$ cat config.mk
export PLATFORM = sky130hd
export DESIGN_NAME = spi_master_apb
export DESIGN_NICKNAME = d
export VERILOG_FILES = /design/src/rtl/spi_master_apb.sv
export SDC_FILE = /design/constraint.sdc
export NUM_CORES = 1
export LEC_CHECK = 0
export ABC_AREA = 1
export BUFFER_PORTS_ARGS = -buffer_cell sky130_fd_sc_hd__buf_4
export CELL_PAD_IN_SITES_DETAIL_PLACEMENT = 0
export CELL_PAD_IN_SITES_GLOBAL_PLACEMENT = 2
export CORE_MARGIN = 1.5
export CORE_UTILIZATION = 33
export CTS_CLUSTER_DIAMETER = 80
export DETAILED_ROUTE_END_ITERATION = 7
export PLACE_DENSITY = 0.86
export RECOVER_POWER = 25
export SLEW_MARGIN = 20
export SYNTH_ARGS = -nofsm -noshare
export SYNTH_HDL_FRONTEND = slang
export SYNTH_SLANG_ARGS = --single-unit
$ cat constraint.sdc
create_clock -name clk -period 3.7 [get_ports clk]
set_clock_uncertainty 0.2 [all_clocks]
set_input_delay 0.74 -clock clk [delete_from_list [all_inputs] [get_ports clk]]
set_output_delay 0.74 -clock clk [all_outputs]
set_load 0.02 [all_outputs]
$ cat src/rtl/spi_master_apb.sv
// ============================================================================
// Module   : spi_master_apb
// Brief    : APB-attached SPI master; word length, divider, mode, bit order
//            and CS count are configurable. Optional macro SPI_MASTER_IRQ_EN
//            adds the irq output and the CONFIG.IE bit.
// Revision : 1.0 - initial release
// ============================================================================
`default_nettype none

module spi_master_apb #(
  parameter int DATA_W = 32,
  parameter int NCS    = 1,
  parameter int DIV_W  = 8
) (
  input  logic              clk,
  input  logic              reset_n,
  input  logic [7:0]        apb_paddr,
  input  logic              apb_psel,
  input  logic              apb_penable,
  input  logic              apb_pwrite,
  input  logic [31:0]       apb_pwdata,
  output logic [31:0]       apb_prdata,
  output logic              apb_pready,
`ifdef SPI_MASTER_IRQ_EN
  output logic              irq,
`endif
  output logic              spi_sclk,
  output logic              spi_mosi,
  input  logic              spi_miso,
  output logic [NCS-1:0]    spi_cs_n
);

  localparam int         c_IDX_W = $clog2(DATA_W);
  localparam logic [5:0] c_MAX_N = 6'(DATA_W);

  typedef enum logic [1:0] {
    ST_IDLE  = 2'd0,
    ST_SHIFT = 2'd1,
    ST_HOLD  = 2'd2
  } state_t;

  state_t              r_state;
  logic [DATA_W-1:0]   r_txdata;
  logic [DATA_W-1:0]   r_rxdata;
  logic                r_cpol;
  logic                r_cpha;
  logic                r_lsb;
  logic [DIV_W-1:0]    r_clkdiv;
  logic [NCS-1:0]      r_cs;
  logic [5:0]          r_nbits;
  logic [DIV_W-1:0]    r_div_cnt;
  logic [6:0]          r_edge;
  logic [5:0]          r_txcnt;
  logic [5:0]          r_rxcnt;
  logic                r_sclk;
  logic                r_mosi;
  logic                r_done;
`ifdef SPI_MASTER_IRQ_EN
  logic                r_ie;
  logic                r_irq;
`endif

  logic        w_access, w_wr, w_busy, w_wr_ok, w_start, w_rx_clr;
  logic        w_tick, w_odd, w_last, w_sample, w_drive, w_tx_bit;
  logic [5:0]  w_start_n, w_first_idx, w_tx_idx, w_rx_idx;
  logic [6:0]  w_edge_nxt;
  logic [31:0] w_config;

  assign w_access    = apb_psel & apb_penable;
  assign w_wr        = w_access & apb_pwrite;
  assign w_busy      = (r_state != ST_IDLE);
  assign w_wr_ok     = w_wr & ~w_busy;
  assign w_start_n   = (apb_pwdata[5:0] > c_MAX_N) ? c_MAX_N : apb_pwdata[5:0];
  assign w_start     = w_wr_ok && (apb_paddr == 8'h0C) && (apb_pwdata[5:0] != 6'd0);
  assign w_rx_clr    = w_access && !apb_pwrite && (apb_paddr == 8'h00);

  // Edge bookkeeping: w_edge_nxt is the 1-based number of the edge about to fire.
  assign w_tick      = (r_div_cnt == '0);
  assign w_edge_nxt  = r_edge + 7'd1;
  assign w_odd       = w_edge_nxt[0];
  assign w_last      = (w_edge_nxt == {r_nbits, 1'b0});
  assign w_sample    = r_cpha ? ~w_odd : w_odd;
  assign w_drive     = r_cpha ? w_odd : (~w_odd & ~w_last);

  assign w_first_idx = r_lsb ? 6'd0 : (w_start_n - 6'd1);
  assign w_tx_idx    = r_lsb ? r_txcnt : (r_nbits - 6'd1 - r_txcnt);
  assign w_rx_idx    = r_lsb ? r_rxcnt : (r_nbits - 6'd1 - r_rxcnt);
  assign w_tx_bit    = r_txdata[w_tx_idx[c_IDX_W-1:0]];

  always_comb begin
    w_config = '0;
    w_config[0] = r_cpol;
    w_config[1] = r_cpha;
    w_config[2] = r_lsb;
`ifdef SPI_MASTER_IRQ_EN
    w_config[3] = r_ie;
`endif
    w_config[8 +: DIV_W] = r_clkdiv;
  end

  always_comb begin
    case (apb_paddr)
      8'h00:   apb_prdata = 32'(r_rxdata);
      8'h04:   apb_prdata = w_config;
      8'h08:   apb_prdata = 32'(r_cs);
      8'h0C:   apb_prdata = {30'd0, r_done, w_busy};
      default: apb_prdata = 32'hFFFF_FFFF;
    endcase
  end

  always_ff @(posedge clk or negedge reset_n) begin
    if (!reset_n) begin
      r_state   <= ST_IDLE;
      r_txdata  <= '0;
      r_rxdata  <= '0;
      r_cpol    <= 1'b0;
      r_cpha    <= 1'b0;
      r_lsb     <= 1'b0;
      r_clkdiv  <= '0;
      r_cs      <= '0;
      r_nbits   <= '0;
      r_div_cnt <= '0;
      r_edge    <= '0;
      r_txcnt   <= '0;
      r_rxcnt   <= '0;
      r_sclk    <= 1'b0;
      r_mosi    <= 1'b0;
      r_done    <= 1'b0;
`ifdef SPI_MASTER_IRQ_EN
      r_ie      <= 1'b0;
      r_irq     <= 1'b0;
`endif
    end else begin
      if (w_wr_ok) begin
        case (apb_paddr)
          8'h00: r_txdata <= apb_pwdata[DATA_W-1:0];
          8'h04: begin
            r_cpol   <= apb_pwdata[0];
            r_cpha   <= apb_pwdata[1];
            r_lsb    <= apb_pwdata[2];
`ifdef SPI_MASTER_IRQ_EN
            r_ie     <= apb_pwdata[3];
`endif
            r_clkdiv <= apb_pwdata[8 +: DIV_W];
          end
          8'h08:   r_cs <= apb_pwdata[NCS-1:0];
          default: ;
        endcase
      end

      // Clear first so that a completion in the same cycle overrides it.
      if (w_rx_clr) r_done <= 1'b0;

      case (r_state)
        ST_IDLE: begin
          r_sclk <= r_cpol;
          if (w_start) begin
            r_state   <= ST_SHIFT;
            r_nbits   <= w_start_n;
            r_div_cnt <= r_clkdiv;
            r_edge    <= '0;
            r_rxcnt   <= '0;
            r_rxdata  <= '0;
            r_done    <= 1'b0;
            if (!r_cpha) begin
              r_mosi  <= r_txdata[w_first_idx[c_IDX_W-1:0]];
              r_txcnt <= 6'd1;
            end else begin
              r_txcnt <= 6'd0;
            end
          end
        end
        ST_SHIFT: begin
          if (w_tick) begin
            r_div_cnt <= r_clkdiv;
            r_sclk    <= ~r_sclk;
            r_edge    <= w_edge_nxt;
            if (w_sample) begin
              r_rxdata[w_rx_idx[c_IDX_W-1:0]] <= spi_miso;
              r_rxcnt <= r_rxcnt + 6'd1;
            end
            if (w_drive) begin
              r_mosi  <= w_tx_bit;
              r_txcnt <= r_txcnt + 6'd1;
            end
            if (w_last) r_state <= ST_HOLD;
          end else begin
            r_div_cnt <= r_div_cnt - 1'b1;
          end
        end
        ST_HOLD: begin
          if (w_tick) begin
            r_state <= ST_IDLE;
            r_done  <= 1'b1;
          end else begin
            r_div_cnt <= r_div_cnt - 1'b1;
          end
        end
        default: r_state <= ST_IDLE;
      endcase

`ifdef SPI_MASTER_IRQ_EN
      r_irq <= r_done & r_ie;
`endif
    end
  end

  assign apb_pready = 1'b1;
  assign spi_sclk   = r_sclk;
  assign spi_mosi   = r_mosi;
  assign spi_cs_n   = ~r_cs;
`ifdef SPI_MASTER_IRQ_EN
  assign irq        = r_irq;
`endif

endmodule

`default_nettype wire

==> impl_metrics.toml <==
[outcome]
status = "finished with violations"
failed_checks = "capacitance limit, slew limit"

[logic_synthesis]
yosysTopAreaCellShare_pct = 37.0
yosysWarningCount = 0
edff_count_synth = 0
number_of_instances_in_the_synthesized_netlist = 1129
synth_xor_area_share_pct = 1.62
synthMuxAreaShare_pct = 0.149
synth.net_count = 1195
distinct_cell_type_count_of_the_synthesized_netlist = 45
synth_simple_gate_area_share_pct = 37.9
synth_top_family_by_area = "simple AND/OR/NAND/NOR gates"
syn-mean-instance-area_um2 = 6.71
async_reset_ff_share_pct = 100
netlist_top_cells_area = "sky130_fd_sc_hd__dfrtp_1 37%, sky130_fd_sc_hd__nand2_1 21%, sky130_fd_sc_hd__nand3_1 7.5%"
synthesis.area_mm2 = 0.00757
synthDominantAreaCellType = "sky130_fd_sc_hd__dfrtp_1"
synth_ff_type = "sky130_fd_sc_hd__dfrtp_1"
synth.yosys.seq_area_share_pct = 37.0
arithmetic_cell_share_of_the_synthesized_area_counting_full_adders_half_adders_and_majority_gates_pct = 3.50
synth_compound_gate_area_share_pct = 9.29
flops_latches_synth = 112

[sta]
clock.fmax_ghz = 0.303
fin_crit_ps = 3310
max-slew-margin-rel_pct = -64.2
timing.final.ws_setup_ps = 395
rsz0062_at_grt = "false"
worst_tran_pin_value_ps = 2460
maxSlewViolCount = 44
whs_ps = 277
timing.setup.tns_ps = 0
setup_viol_count_final = 0
period_share_pct = 89.3
hold_violations = 0

[cells_and_area]
syn2layout_area_growth_pct = 15.9
layout.cells.most_common = "sky130_fd_sc_hd__nand2_1"
final_cell_count_no_fill = 1485
stdcell_area_mm2 = 0.00877
nNetsFinal = 1262
final_cell_mix = "430 x sky130_fd_sc_hd__nand2_1, 148 x sky130_fd_sc_hd__inv_1, 114 x sky130_fd_sc_hd__nand3_1"
final_util_pct = 38.9
antenna-diode-count = 0
final_layout_size_suffix_gt1_share_pct = 13.5

[detailed_routing]
dr_vias = 7053
topRoutingLayerUsed = "met4"
detail_route.wirelength.met1_mm = 9.84
wl_per_cell_um = 13.8
route.met2.wl_mm = 9.88
drtAntennaViolNets = 0
firstDrtPassIters = 5
drt-initial-drc-count = 402
via_to_cell_ratio = 4.75
detail_route.wirelength_mm = 20.5
drt_drc_violations_left = 0
met3_wirelength_um = 543

[die]
floorplan.die.width_um = 154
fp.dieArea_mm2 = 0.0239
initial_utilization_pct = 33.5
floorplan.io_pins = 82
floorplan.die.height_um = 154
total_number_of_placement_rows = 55
placeableCoreArea_mm2 = 0.0226

[global_routing]
grt_pass1_vias = 6734
grt-ovfl-total = 0
grt_antenna_before_repair = 0
grt_pass1_wl_mm = 34.7
groute.usage.overall_pct = 18.0
grt_max_degree = 65

[cts]
tritoncts = "yes"
cts_made_buffers = 9
cts_setup_buffers = 0
clock_sinks = 112
cts_htree_levels = 3
clock_transition_time_at_the_flip_flop_clock_pins_of_the_worst_setup_and_hold_paths_ps = 80
cts_root_buf = "sky130_fd_sc_hd__clkbuf_16"
insertion_delay_ps = 360
cts_repair_resize_count = 0
post_cts_hold_buffers = 0
clockBufferDepth = 2

[power]
totalPowerFinal_mw = 4.67
pwr_density_cell_mw_per_mm2 = 532
total_leakage_power_nw = 4.51
irDropWorstVdd_uv = 360

[placement]
gp_congestion = 0.788
post-place-cells = 1470
io_buffer_count = 80
placement.cell_area_mm2 = 0.00850
setup_ws_pre_cts_ps = 347
hpwlAfterDp_mm = 15.1

[worst_setup_path]
end_of_the_worst_register_to_register_path = "r_rxdata[10]"
critical_path.reg2reg.startpoint = "r_nbits[0]"
reg2reg_depth = 16
worstSetupEndpointType = "output pin"
crit_path_start_kind = "input port"
worst-setup-path-type = "input port to output pin"
timing.critical_path.arrival_ps = 2370
worstPathRequired_ps = 2760
worst-r2r-setup-slack_ps = 560
timing.critical_path.fanout_max = 10

[hold_path]
worst_hold_startpoint = "r_div_cnt[5]"
min_delay_path_depth = 2
worst_hold_path_type = "flop to flop"
timing.hold.worst_endpoint = "r_div_cnt[5]"

[run]
timing.max_cap.violations = 1
==> layer usage <==
| metal | vias to the layer above | track usage, % |
|---|---|---|
| li1 | 3702 | - |
| met1 | 3245 | 24.4 |
| met2 | 95 | 30.8 |
| met3 | 11 | 2.44 |
| met4 | 0 | 3.57 |
| met5 | - | 0 |
==> synthesized netlist by cell type (3+ instances only) <==
cell                       count
sky130_fd_sc_hd__nand2_1     431
sky130_fd_sc_hd__nand4_1      23
sky130_fd_sc_hd__ha_1         18
sky130_fd_sc_hd__nor2_1       48
sky130_fd_sc_hd__nor3_1        4
sky130_fd_sc_hd__inv_1       148
sky130_fd_sc_hd__xor2_1       12
sky130_fd_sc_hd__o21ai_1      18
sky130_fd_sc_hd__nand2_4       3
sky130_fd_sc_hd__nor2_2        7
sky130_fd_sc_hd__o21ai_0      42
sky130_fd_sc_hd__o22ai_1      13
sky130_fd_sc_hd__inv_2         6
sky130_fd_sc_hd__buf_2        13
sky130_fd_sc_hd__buf_6         3
sky130_fd_sc_hd__nand3b_1      4
sky130_fd_sc_hd__a21oi_1      27
sky130_fd_sc_hd__nand2_2      18
sky130_fd_sc_hd__nand3_1     114
sky130_fd_sc_hd__dfrtp_1     112
sky130_fd_sc_hd__clkbuf_1     23
sky130_fd_sc_hd__o211ai_1     10
==> worst max-delay path by stage <==
stage          slack [ps]              to  cells past startpoint         start
6_report              390   apb_prdata[8]                      7  apb_paddr[1]
5_1_grt               190   apb_prdata[1]                      7  apb_paddr[5]
4_1_cts               380  apb_prdata[11]                      7  apb_paddr[1]
3_5_place_dp          350  apb_prdata[11]                      7  apb_paddr[1]
3_3_place_gp          430   apb_prdata[1]                      7  apb_paddr[1]
2_1_floorplan         670   apb_prdata[1]                      5  apb_paddr[1]
==> power by group <==
group	switching [mW]	internal, mW
combinational	1.48	0.740
clock	0.503	0.466
sequential	0.132	1.35
==> worst max-delay path, cell delays in order <==
cell and delay (ps):
sky130_fd_sc_hd__buf_4 110, sky130_fd_sc_hd__nor2_2 120, sky130_fd_sc_hd__inv_1 100, sky130_fd_sc_hd__nor4_1 440, sky130_fd_sc_hd__clkinv_1 390, sky130_fd_sc_hd__o211ai_1 290, sky130_fd_sc_hd__buf_4 180
==> sequential cells by signal, summed over array words and instances, names as in the netlist, 2 cells and up <==
register and count:
r_nbits 6, r_state 2, r_div_cnt 8, r_txcnt 5
r_edge 7, r_clkdiv 8, r_rxcnt 5, r_rxdata 32
r_txdata 32
==> cell type report <==
type	count	area [µm²]
Clock buffer	9	225
Sequential cell	112	2800
Fill cell	2459	13800
Inverter	156	586
Clock inverter	6	50.0
Timing Repair Buffer	98	769
Tap cell	285	357
Multi-Input combinational cell	819	3980
==> kinds of logic after synthesis <==
| group | Yosys count |
|---|---|
| other | 1 |
| AND/OR/NAND/NOR | 662 |
| XOR/XNOR | 14 |
| adder cells (fa/ha/maj) | 20 |
| multiplexers | 1 |
| flip-flops | 112 |
| AO/OA/AOI/OAI | 121 |
| buffers and inverters | 198 |
(Power assumes the default switching activity.)
